<file path="src/rtl/camera_frame_writer.sv">
// camera_frame_writer
// Captures one YCbCr 4:2:2 camera frame into a single-port frame-buffer BRAM.
// Each 32-bit word {Cb, Y0, Cr, Y1} becomes two pixels written at consecutive
// addresses. Capture is armed by the host and starts on a vsync rising edge.
//
// Optional build macro: CAPTURE_LUMA_ONLY_EN
//   defined   -> PIX_W = 8, only Y0 then Y1 are stored
//   undefined -> PIX_W = 24, pixels are {Y, Cb, Cr}
//
// Ports
//   i_clk          system clock, all logic on posedge
//   i_reset        synchronous active-high reset
//   i_arm          1-cycle pulse: capture the next frame
//   i_vsync        camera vsync (already in i_clk domain), rising edge = frame start
//   i_pixel_done   1-cycle strobe, i_data_in valid
//   i_data_in      {Cb[31:24], Y0[23:16], Cr[15:8], Y1[7:0]}
//   o_bram_addr    BRAM write address
//   o_bram_din     BRAM write pixel (PIX_W bits)
//   o_bram_we      BRAM write enable, one pixel per cycle
//   o_busy         high while waiting for vsync or capturing
//   o_frame_done   frame complete (level when CONTINUOUS=0, 1-cycle pulse otherwise)
//   o_overflow     sticky: a word was dropped because a write was in progress
//   o_short_frame  sticky: vsync restarted a frame before it completed
module camera_frame_writer #(
  parameter int ADDR_W       = 19,
  parameter int FRAME_PIXELS = 307200,
  parameter int CONTINUOUS   = 0,
`ifdef CAPTURE_LUMA_ONLY_EN
  localparam int PIX_W       = 8
`else
  localparam int PIX_W       = 24
`endif
) (
  input  logic              i_clk,
  input  logic              i_reset,
  input  logic              i_arm,
  input  logic              i_vsync,
  input  logic              i_pixel_done,
  input  logic [31:0]       i_data_in,
  output logic [ADDR_W-1:0] o_bram_addr,
  output logic [PIX_W-1:0]  o_bram_din,
  output logic              o_bram_we,
  output logic              o_busy,
  output logic              o_frame_done,
  output logic              o_overflow,
  output logic              o_short_frame
);

  // One extra bit so the counter can hold FRAME_PIXELS when it equals 2**ADDR_W.
  localparam int CNT_W = ADDR_W + 1;
  localparam logic [CNT_W-1:0] LAST_CNT = CNT_W'(FRAME_PIXELS);

  typedef enum logic [2:0] {
    S_IDLE, S_WAIT_VSYNC, S_WAIT_WORD, S_WRITE_0, S_WRITE_1, S_DONE
  } state_t;

  state_t              r_state, w_state_next;
  logic [CNT_W-1:0]    r_cnt, w_cnt_next;
  logic [PIX_W-1:0]    r_pix1, w_pix1_next;
  logic [ADDR_W-1:0]   r_addr, w_addr_next;
  logic [PIX_W-1:0]    r_din, w_din_next;
  logic                r_we, w_we_next;
  logic                r_overflow, w_overflow_next;
  logic                r_short_frame, w_short_next;
  logic                r_vsync_q;

  logic                w_vs_rise;
  logic                w_frame_end;
  logic [PIX_W-1:0]    w_pix0;
  logic [PIX_W-1:0]    w_pix1;

  assign w_vs_rise = i_vsync & ~r_vsync_q;
  // In WRITE_0/WRITE_1 r_cnt already points past the pixel on the port, so
  // reaching FRAME_PIXELS means the last pixel of the frame is being written.
  assign w_frame_end = (r_cnt == LAST_CNT);

`ifdef CAPTURE_LUMA_ONLY_EN
  logic w_chroma_unused;
  assign w_chroma_unused = ^{i_data_in[31:24], i_data_in[15:8]};
  assign w_pix0 = i_data_in[23:16];
  assign w_pix1 = i_data_in[7:0];
`else
  assign w_pix0 = {i_data_in[23:16], i_data_in[31:24], i_data_in[15:8]};
  assign w_pix1 = {i_data_in[7:0],   i_data_in[31:24], i_data_in[15:8]};
`endif

  always_ff @(posedge i_clk) begin
    if (i_reset) begin
      r_state       <= S_IDLE;
      r_cnt         <= '0;
      r_pix1        <= '0;
      r_addr        <= '0;
      r_din         <= '0;
      r_we          <= 1'b0;
      r_overflow    <= 1'b0;
      r_short_frame <= 1'b0;
      r_vsync_q     <= 1'b0;
    end else begin
      r_state       <= w_state_next;
      r_cnt         <= w_cnt_next;
      r_pix1        <= w_pix1_next;
      r_addr        <= w_addr_next;
      r_din         <= w_din_next;
      r_we          <= w_we_next;
      r_overflow    <= w_overflow_next;
      r_short_frame <= w_short_next;
      r_vsync_q     <= i_vsync;
    end
  end

  // Outputs are registered: the cycle a word is accepted loads the write
  // port for the following cycle, giving pix0 at N+1 and pix1 at N+2.
  always_comb begin
    w_state_next    = r_state;
    w_cnt_next      = r_cnt;
    w_pix1_next     = r_pix1;
    w_addr_next     = r_addr;
    w_din_next      = r_din;
    w_we_next       = 1'b0;
    w_overflow_next = r_overflow;
    w_short_next    = r_short_frame;

    case (r_state)
      S_IDLE: begin
        if (i_arm || (CONTINUOUS != 0)) begin
          w_state_next = S_WAIT_VSYNC;
        end
        if (i_arm) begin
          w_overflow_next = 1'b0;
          w_short_next    = 1'b0;
        end
      end

      S_WAIT_VSYNC: begin
        if (w_vs_rise) begin
          w_state_next = S_WAIT_WORD;
          w_cnt_next   = '0;
        end
      end

      S_WAIT_WORD: begin
        if (w_vs_rise) begin
          w_state_next = S_WAIT_WORD;
          w_cnt_next   = '0;
          w_short_next = 1'b1;
        end else if (i_pixel_done) begin
          w_state_next = S_WRITE_0;
          w_we_next    = 1'b1;
          w_addr_next  = r_cnt[ADDR_W-1:0];
          w_din_next   = w_pix0;
          w_pix1_next  = w_pix1;
          w_cnt_next   = r_cnt + CNT_W'(1);
        end
      end

      S_WRITE_0: begin
        // A word arriving while pix1 is still queued cannot be held.
        if (i_pixel_done && !(w_vs_rise && !w_frame_end)) begin
          w_overflow_next = 1'b1;
        end
        if (w_frame_end) begin
          w_state_next = S_DONE;
        end else if (w_vs_rise) begin
          w_state_next = S_WAIT_WORD;
          w_cnt_next   = '0;
          w_short_next = 1'b1;
        end else begin
          w_state_next = S_WRITE_1;
          w_we_next    = 1'b1;
          w_addr_next  = r_cnt[ADDR_W-1:0];
          w_din_next   = r_pix1;
          w_cnt_next   = r_cnt + CNT_W'(1);
        end
      end

      S_WRITE_1: begin
        if (w_frame_end) begin
          w_state_next = S_DONE;
        end else if (w_vs_rise) begin
          w_state_next = S_WAIT_WORD;
          w_cnt_next   = '0;
          w_short_next = 1'b1;
        end else if (i_pixel_done) begin
          w_state_next = S_WRITE_0;
          w_we_next    = 1'b1;
          w_addr_next  = r_cnt[ADDR_W-1:0];
          w_din_next   = w_pix0;
          w_pix1_next  = w_pix1;
          w_cnt_next   = r_cnt + CNT_W'(1);
        end else begin
          w_state_next = S_WAIT_WORD;
        end
      end

      S_DONE: begin
        if (CONTINUOUS != 0) begin
          w_state_next = S_WAIT_VSYNC;
        end else if (i_arm) begin
          w_state_next    = S_WAIT_VSYNC;
          w_overflow_next = 1'b0;
          w_short_next    = 1'b0;
        end
      end

      default: begin
        w_state_next = S_IDLE;
      end
    endcase
  end

  assign o_bram_addr   = r_addr;
  assign o_bram_din    = r_din;
  assign o_bram_we     = r_we;
  assign o_busy        = (r_state == S_WAIT_VSYNC) || (r_state == S_WAIT_WORD) ||
                         (r_state == S_WRITE_0)    || (r_state == S_WRITE_1);
  assign o_frame_done  = (r_state == S_DONE);
  assign o_overflow    = r_overflow;
  assign o_short_frame = r_short_frame;

endmodule
</file>
<file path="config.mk">
export PLATFORM = sky130hd
export DESIGN_NAME = camera_frame_writer
export DESIGN_NICKNAME = d
export VERILOG_FILES = /design/src/rtl/camera_frame_writer.sv
export SDC_FILE = /design/constraint.sdc
export NUM_CORES = 1
export LEC_CHECK = 0
export CAP_MARGIN = 20
export CORE_MARGIN = 1.5
export CORE_UTILIZATION = 55
export CTS_CLUSTER_DIAMETER = 150
export DETAILED_ROUTE_END_ITERATION = 10
export PLACE_DENSITY = 0.84
export SLEW_MARGIN = 20
export SYNTH_ARGS = -nofsm -noshare
export SYNTH_HDL_FRONTEND = slang
export SYNTH_SLANG_ARGS = --single-unit
</file>
<file path="constraint.sdc">
create_clock -name i_clk -period 6 [get_ports i_clk]
set_input_delay 1.5 -clock i_clk [delete_from_list [all_inputs] [get_ports i_clk]]
set_output_delay 1.5 -clock i_clk [all_outputs]
set_load 0.02 [all_outputs]
</file>
==> results of run 1 <==
worst paths after layout:
path,endpoint,start
worst min register to register,o_bram_addr[17],o_bram_addr[17]
worst min-delay path,o_bram_addr[17],o_bram_addr[17]
worst max register to register,o_bram_din[19],r_state[2]
worst max-delay path,o_bram_din[19],i_vsync
registers in the layout (all words and copies together), names as in the netlist:
register and count:
o_bram_we 1, o_short_frame 1, o_bram_din 24, r_pix1 24
o_bram_addr 19, r_cnt 20, r_state 3, r_vsync_q 1
o_overflow 1
layer usage:
layer  track usage  share of wire
met4        0.1042          0.015
met1        0.3095           0.44
met5             0              0
met3       0.05946          0.066
met2        0.4049           0.48
placed cells by master, fill, tap and decap left out, drive strengths merged, types with 4 or more instances in the layout:
master,synthesis,final
o21ai,15,15
a21oi,34,34
nand3,11,11
nor3,6,6
a311oi,24,24
nand3b,5,5
dfxtp,94,94
clkdlybuf4s50,0,83
clkbuf,20,10
xor2,9,9
o211ai,4,4
nand4,7,7
and3,4,4
nand2,97,97
mux2i,25,25
buf,16,5
clkinv,0,5
nor2,75,75
inv,6,7
synthesized netlist by cell type, types with 2 or more instances:
| cell type | instances |
|---|---|
| nor4_1 | 3 |
| nor3_1 | 6 |
| ha_1 | 2 |
| dfxtp_1 | 94 |
| o211ai_1 | 4 |
| buf_4 | 5 |
| xnor2_1 | 3 |
| clkbuf_1 | 20 |
| buf_6 | 4 |
| xor2_1 | 9 |
| o21a_1 | 2 |
| nand3_1 | 11 |
| a311oi_2 | 24 |
| nor2_1 | 75 |
| nand4_1 | 7 |
| nor4b_1 | 2 |
| nand2_1 | 97 |
| inv_1 | 6 |
| nand3b_1 | 5 |
| and3_1 | 4 |
| nor2b_1 | 3 |
| a21oi_1 | 34 |
| or3_1 | 3 |
| o21ai_0 | 14 |
| a31oi_1 | 3 |
| buf_2 | 6 |
| nand2b_1 | 3 |
| mux2i_1 | 25 |
| and4b_1 | 2 |
power breakdown:
group	internal, W	switching [W]
Combinational	0.0000552	0.0000656
Clock	0.000164	0.000227
Sequential	0.000633	0.0000118
area by class of cell:
class                   instances  area [um^2]
multi-input cells             360         2177
clock buffers                  10        137.6
fillers                       580         2101
flip-flops and latches         94         1882
repair buffers                 88        880.8
clock inverters                 6        45.04
well taps                      99        123.9
inverters                       6        22.52
per-stage QoR:
| step | utilization | total power [W] | cell area [um^2] | setup WS, ns | cells |
|---|---|---|---|---|---|
| after floorplan | - | 0.0007316 | 4265 | 3.155 | 496 |
| after global placement | 0.6902 | 0.0007763 | 5086 | 2.129 | 647 |
| after detailed placement | 0.6902 | 0.0007795 | 5086 | 1.990 | 647 |
| after CTS | 0.7149 | 0.001161 | 5269 | 2.351 | 663 |
| after global routing | 0.7149 | 0.001203 | 5269 | 2.185 | 663 |
| final | 0.7149 | 0.001157 | 5269 | 2.351 | 663 |
logic make-up after synthesis:
group / after synthesis
simple gates: 228
flops: 94
compound gates: 93
buf+inv: 42
mux: 25
xor+xnor: 12
fa+ha+maj: 2
worst min-delay path: stages, from the launching register on:
cell	delay, ns
dfxtp_1	0.32
nand2_1	0.05
a21oi_1	0.05
==> impl_metrics.py, run 1 <==
metrics = {
    "status": {
        "outcome": "complete, no violations",
    },
    "cts": {
        "clk_latency_ns": 0.36,
        "path_clk_slew_ns": 0.09,
        "cts_root_buf": "clkbuf_8",
        "postCtsSetupBuffers": 0,
        "ctsResizeCount": 0,
        "cts.sinks": 94,
        "h-tree-depth": 3,
        "cts_tree": "yes",
        "holdBufCountCts": 0,
        "cts.path.max_buffers": 2,
        "cts_made_buffers": 9,
    },
    "yosys": {
        "syn_avg_cell_area_um2": 8.599,
        "syn_inst": 496,
        "synth_mux_area_frac": 0.05867,
        "synth_edf_count": 0,
        "synth-async-reset-ratio": 0,
        "ys_seq_area_frac": 0.4412,
        "synth.distinct_cells": 49,
        "synthesis.nets": 535,
        "netlist_area_mm2": 0.004265,
        "synth_compound_area_frac": 0.1825,
        "yosys.area.top_type": "dfxtp_1",
        "synth_top_area_frac": 0.4412,
        "synth_ff_type": "dfxtp_1",
        "synth-xor-area-share": 0.02464,
        "yosys.area_share.simple": 0.2370,
        "synthAdderAreaFrac": 0.005867,
        "synth.area.top_cells": "dfxtp_1, nand2_1, a311oi_2, nor2_1, mux2i_1",
        "ys_seq_elements": 94,
        "synth_top_family_by_area": "simple AND/OR/NAND/NOR gates",
        "yosys_warnings": 0,
    },
    "detailed_routing": {
        "routed_wl_um": 9895,
        "viasPerCell": 5.617,
        "drtIter0Drc": 157,
        "first_pass_iters": 4,
        "wl_per_cell_um": 14.92,
        "drc": 0,
        "vias": 3724,
        "ant_nets": 0,
    },
    "worst_setup_path": {
        "critPathLaunchType": "input pin",
        "slowest_stage": "a211oi_4",
        "worstPathRequired_ns": 6.28,
        "crit_buf_inv": 2,
        "cpPeakStageDelay_ns": 0.60,
        "path_depth": 7,
        "end_kind": "flip-flop",
        "crit_chain": "clkdlybuf4s50_1, nand2b_1, a221o_1, a211oi_4, buf_12, nor2_1, a311oi_2",
        "arrival_ns": 3.92,
        "critPathMaxFanout": 57,
        "cp_top_family": "compound AO/OA/AOI/OAI gates",
        "reg2reg_depth": 6,
        "crit_type": "input pin to flip-flop",
        "rrSetupSlack_ns": 2.88,
    },
    "grt": {
        "antenna_found_initial": 0,
        "track_usage": 0.2471,
        "grt-ovfl-total": 0,
        "grt_pass1_wl_um": 16530,
        "grt_pass1_vias": 3552,
        "grt_max_degree": 86,
    },
    "timing": {
        "tightest_slew_ns": 1.075,
        "skew_ns": 0.009862,
        "period_share": 0.6081,
        "hold_violations": 0,
        "final.min_clock_period_ns": 3.649,
        "holdWs_ns": 0.4567,
        "maxSlewViolCount": 0,
        "tns_ns": 0,
        "max_freq_ghz": 0.2741,
        "slew_headroom": 0.2807,
        "setup_violations": 0,
        "rsz0062_at_grt": "no",
    },
    "finish": {
        "insertedDiodeCount": 0,
        "layout-area-overhead-vs-synth_pct": 23.53,
        "nets": 598,
        "drive_gt1_frac": 0.08511,
    },
    "min_path": {
        "hold_class": "flip-flop to flip-flop",
        "hold_depth": 2,
    },
    "placement": {
        "place_congestion": 0.9109,
        "portBuffers": 84,
        "dp_hpwl_um": 6764,
    },
    "die": {
        "start_util": 0.5788,
        "core_mm2": 0.007370,
        "die_w_um": 91.07,
        "ios": 85,
        "dieArea_mm2": 0.008293,
        "die_h_um": 91.07,
        "rows": 31,
    },
    "flow_run": {
        "cap_violations": 0,
    },
    "pwr": {
        "power_density_mw_per_mm2": 219.5,
        "max-vdd-ir-drop_v": 0.0001320,
        "leakage_nw": 1.928,
    },
}
(Power assumes the default switching activity.)
==> inputs of run 2 (changes only) <==
- CORE_UTILIZATION: 55 -> 47
- PLACE_DENSITY: 0.84 -> 0.77
- clock period: 6 -> 3.3 ns (I/O delays scaled with it)
==> impl_metrics.py, run 2 (synthesized netlist as in run 1, its figures left out) <==
metrics = {
    "grt": {
        "grt_max_degree": 47,
        "track_usage": 0.2079,
        "grt_pass1_vias": 3605,
        "antenna_found_initial": 0,
        "grt-ovfl-total": 0,
        "grt_pass1_wl_um": 16690,
    },
    "flow_run": {
        "cap_violations": 0,
    },
    "timing": {
        "slew_headroom": 0.2826,
        "max_freq_ghz": 0.3582,
        "tightest_slew_ns": 1.072,
        "hold_violations": 0,
        "setup_violations": 0,
        "tns_ns": 0,
        "final.min_clock_period_ns": 2.792,
        "rsz0062_at_grt": "no",
        "skew_ns": 0.01162,
        "period_share": 0.8459,
        "maxSlewViolCount": 0,
        "fin_ws_ns": 0.5084,
        "holdWs_ns": 0.4578,
    },
    "worst_setup_path": {
        "critPathLaunchType": "flip-flop",
        "end_kind": "primary output",
        "r2r_start": "r_cnt[2]",
        "critPathMaxFanout": 19,
        "crit_type": "flip-flop to primary output",
        "worstPathRequired_ns": 2.47,
        "reg2reg_depth": 5,
        "arrival_ns": 1.97,
        "critPathLaunch": "r_state[0]",
        "rrSetupSlack_ns": 0.77,
        "r2r-end": "r_pix1[22]",
    },
    "finish": {
        "final_common_cell": "nand2_1",
        "layout-area-overhead-vs-synth_pct": 25.05,
        "layout_common_cells": "nand2_1, dfxtp_1, clkdlybuf4s50_1",
        "nets": 605,
        "drive_gt1_frac": 0.09632,
        "layoutNonFillerInstCount": 679,
        "insertedDiodeCount": 0,
    },
    "placement": {
        "dp_hpwl_um": 6737,
        "portBuffers": 84,
        "dpl_worst_slack_ns": 0.3196,
        "place_congestion": 0.8673,
        "dp_cells": 663,
    },
    "min_path": {
        "hold_class": "flip-flop to flip-flop",
        "hold_depth": 2,
        "hold_start": "o_bram_addr[16]",
        "hold_end": "o_bram_addr[16]",
    },
    "cts": {
        "postCtsSetupBuffers": 0,
        "cts.sinks": 94,
        "cts.path.max_buffers": 2,
        "ctsResizeCount": 0,
        "path_clk_slew_ns": 0.09,
        "cts_made_buffers": 9,
        "holdBufCountCts": 0,
        "cts_root_buf": "clkbuf_8",
        "h-tree-depth": 3,
        "clk_latency_ns": 0.36,
        "cts_tree": "yes",
    },
    "die": {
        "start_util": 0.4867,
        "ios": 85,
        "core_mm2": 0.008763,
        "dieArea_mm2": 0.009656,
        "die_h_um": 98.27,
        "rows": 34,
        "die_w_um": 98.27,
    },
    "detailed_routing": {
        "viasPerCell": 5.471,
        "first_pass_iters": 4,
        "ant_nets": 0,
        "vias": 3715,
        "drtIter0Drc": 197,
        "wl_per_cell_um": 14.45,
        "drc": 0,
        "routed_wl_um": 9810,
    },
    "pwr": {
        "leakage_nw": 1.955,
        "total_power_w": 0.002110,
        "power_density_mw_per_mm2": 395.6,
        "max-vdd-ir-drop_v": 0.0002530,
    },
    "status": {
        "outcome": "complete, no violations",
    },
}
## run 2: cell count changes in the layout (fill, tap and decap cells not counted)
| cell | previous run | this run |
|---|---|---|
| buf_4 | 4 | 11 |
| clkinvlp_4 | 0 | 2 |
| clkinv_2 | 2 | 1 |
| clkinv_4 | 3 | 2 |
## run 2: cell type report
type                            instances  area, um^2
Inverter                                6       22.52
Clock inverter                          6       46.29
Clock buffer                           10       137.6
Sequential cell                        94        1882
Fill cell                             764        3430
Timing Repair Buffer                   95       933.4
Tap cell                              108       135.1
Multi-Input combinational cell        360        2177
## run 2: where the power goes
| group | total, W | leakage [nW] | switching, W | internal (W) |
|---|---|---|---|---|
| logic | 0.000225 | 1.11 | 0.000120 | 0.000105 |
| clock network | 0.000712 | 0.0889 | 0.000414 | 0.000299 |
| registers | 0.00117 | 0.758 | 0.0000220 | 0.00115 |
| total | 0.00211 | 1.96 | 0.000556 | 0.00155 |
## run 2: worst max-delay path by stage
| stage | cells past startpoint | slack (ns) | to |
|---|---|---|---|
| 6_report | 2 | 0.51 | o_frame_done |
| 3_3_place_gp | 6 | 0.38 | r_pix1[0] |
| 2_1_floorplan | 7 | 1.13 | o_bram_din[13] |
| 5_1_grt | 2 | 0.44 | o_frame_done |
| 4_1_cts | 2 | 0.53 | o_frame_done |
| 3_5_place_dp | 7 | 0.32 | o_bram_din[20] |
## run 2: worst max-delay path, cell delays in order (launching register included)
cell and delay (ns):
dfxtp_1 0.71, and3_1 0.29, clkdlybuf4s50_1 0.61
## run 2: routing by layer
layer  up-vias  GRT usage  share of wire
met5         -          0              0
met4         0    0.06501          0.011
met3        10    0.05082          0.070
met2       107     0.3406           0.48
met1      1741     0.2715           0.44
li1       1857          -              -
## run 2: per-stage QoR
step	util	area [um^2]
3_5_place_dp	0.5877	5150
3_3_place_gp	0.5877	5150
5_1_grt	0.6087	5334
2_1_floorplan	-	4265
6_report	0.6087	5334
4_1_cts	0.6087	5334
==> inputs of run 3 (changes only) <==
- CORE_UTILIZATION: 47 -> 51
- PLACE_DENSITY: 0.77 -> 0.79
- clock period: 3.3 -> 2.6 ns (I/O delays scaled with it)
==> impl_metrics.py, run 3 (synthesized netlist as in run 1, its figures left out) <==
metrics = {
    "worst_setup_path": {
        "rrSetupSlack_ns": 0.27,
        "reg2reg_depth": 10,
        "critPathLaunch": "r_state[1]",
        "arrival_ns": 1.83,
        "critPathLaunchType": "flip-flop",
        "worstPathRequired_ns": 1.95,
        "r2r_start": "r_cnt[0]",
        "r2r-end": "o_bram_addr[0]",
        "crit_type": "flip-flop to primary output",
        "worstSetupEndpoint": "o_frame_done",
        "critPathMaxFanout": 15,
        "end_kind": "primary output",
    },
    "pwr": {
        "leakage_nw": 2.094,
        "total_power_w": 0.002863,
        "max-vdd-ir-drop_v": 0.0003007,
        "power_density_mw_per_mm2": 515.0,
    },
    "cts": {
        "ctsResizeCount": 0,
        "cts_made_buffers": 9,
        "clk_latency_ns": 0.36,
        "cts.sinks": 94,
        "cts_tree": "yes",
        "h-tree-depth": 3,
        "path_clk_slew_ns": 0.09,
        "cts_root_buf": "clkbuf_8",
        "cts.path.max_buffers": 2,
        "holdBufCountCts": 0,
        "postCtsSetupBuffers": 0,
    },
    "timing": {
        "period_share": 0.9524,
        "final.min_clock_period_ns": 2.476,
        "tightest_slew_ns": 0.5837,
        "skew_ns": 0.009819,
        "slew_headroom": 0.6054,
        "hold_violations": 0,
        "setup_violations": 0,
        "max_freq_ghz": 0.4038,
        "maxSlewViolCount": 0,
        "rsz0062_at_grt": "no",
    },
    "finish": {
        "fin_area_mm2": 0.005559,
        "layout-area-overhead-vs-synth_pct": 30.33,
        "nets": 627,
        "final_common_cell": "nand2_1",
        "layoutNonFillerInstCount": 697,
        "layout_common_cells": "nand2_1, dfxtp_1, clkdlybuf4s50_1",
        "drive_gt1_frac": 0.1301,
        "insertedDiodeCount": 0,
    },
    "die": {
        "ios": 85,
        "die_w_um": 94.45,
        "start_util": 0.5217,
        "die_h_um": 94.45,
        "rows": 33,
        "core_mm2": 0.008175,
        "dieArea_mm2": 0.008921,
    },
    "grt": {
        "antenna_found_initial": 0,
        "track_usage": 0.2334,
        "grt-ovfl-total": 0,
        "grt_pass1_vias": 3651,
        "grt_pass1_wl_um": 16550,
        "grt_max_degree": 58,
    },
    "min_path": {
        "hold_class": "flip-flop to flip-flop",
    },
    "detailed_routing": {
        "wl_per_cell_um": 14.35,
        "first_pass_iters": 4,
        "drtIter0Drc": 172,
        "routed_wl_um": 10000,
        "vias": 3848,
        "ant_nets": 0,
        "drc": 0,
        "viasPerCell": 5.521,
    },
    "placement": {
        "portBuffers": 84,
        "dp_hpwl_um": 7083,
        "dp_cells": 682,
        "detailed_place.area_mm2": 0.005336,
        "place_congestion": 0.8969,
    },
    "status": {
        "outcome": "complete, no violations",
    },
    "flow_run": {
        "cap_violations": 0,
    },
}
## run 3: metal layers
| metal | up-vias | global-route usage | share of wire |
|---|---|---|---|
| met1 | 1803 | 0.2933 | 0.45 |
| met3 | 13 | 0.06602 | 0.060 |
| li1 | 1903 | - | - |
| met5 | - | 0 | 0 |
| met4 | 0 | 0.06592 | 0.014 |
| met2 | 129 | 0.3903 | 0.48 |
## run 3: critical path, stage by stage, from the launching register on
cell and delay (ns):
dfxtp_1 0.63, inv_1 0.11, and3_1 0.20, clkdlybuf4s50_1 0.54
## run 3: layout make-up
cell class | instances | area [um^2]
Fill cell | 657 | 2616
Multi-Input combinational cell | 360 | 2177
Sequential cell | 94 | 1883
Timing Repair Buffer | 117 | 1124
Clock buffer | 10 | 137.6
Tap cell | 105 | 131.4
Clock inverter | 5 | 83.83
Inverter | 6 | 22.52
## run 3: worst min-delay path by stage
stage / startpoint / endpoint / slack (ns) / cells past startpoint
after floorplan: r_cnt[6] / o_bram_addr[6] / 0.46 / 2
after global placement: o_bram_addr[12] / o_bram_addr[12] / 0.44 / 2
after detailed placement: o_bram_addr[16] / o_bram_addr[16] / 0.45 / 2
after CTS: o_bram_addr[14] / o_bram_addr[14] / 0.46 / 2
after global routing: o_bram_addr[11] / o_bram_addr[11] / 0.48 / 2
final: o_bram_addr[14] / o_bram_addr[14] / 0.46 / 2
## run 3: stage by stage
step	setup TNS [ns]	hold slack [ns]	setup slack (ns)	utilization
after global placement	-3.181	0.4432	-0.1003	0.6527
after global routing	0	0.4781	0.03149	0.6800
after floorplan	0	0.4617	0.5576	-
final	0	0.4563	0.1237	0.6800
after detailed placement	-6.211	0.4482	-0.1915	0.6527
after CTS	0	0.4604	0.03660	0.6798
## run 3: report_power, final
group          switching [W]  total [W]  leakage, nW  internal (W)
combinational       0.000159   0.000310         1.23      0.000151
clock               0.000500    0.00106        0.105      0.000564
sequential         0.0000276    0.00149        0.759       0.00146
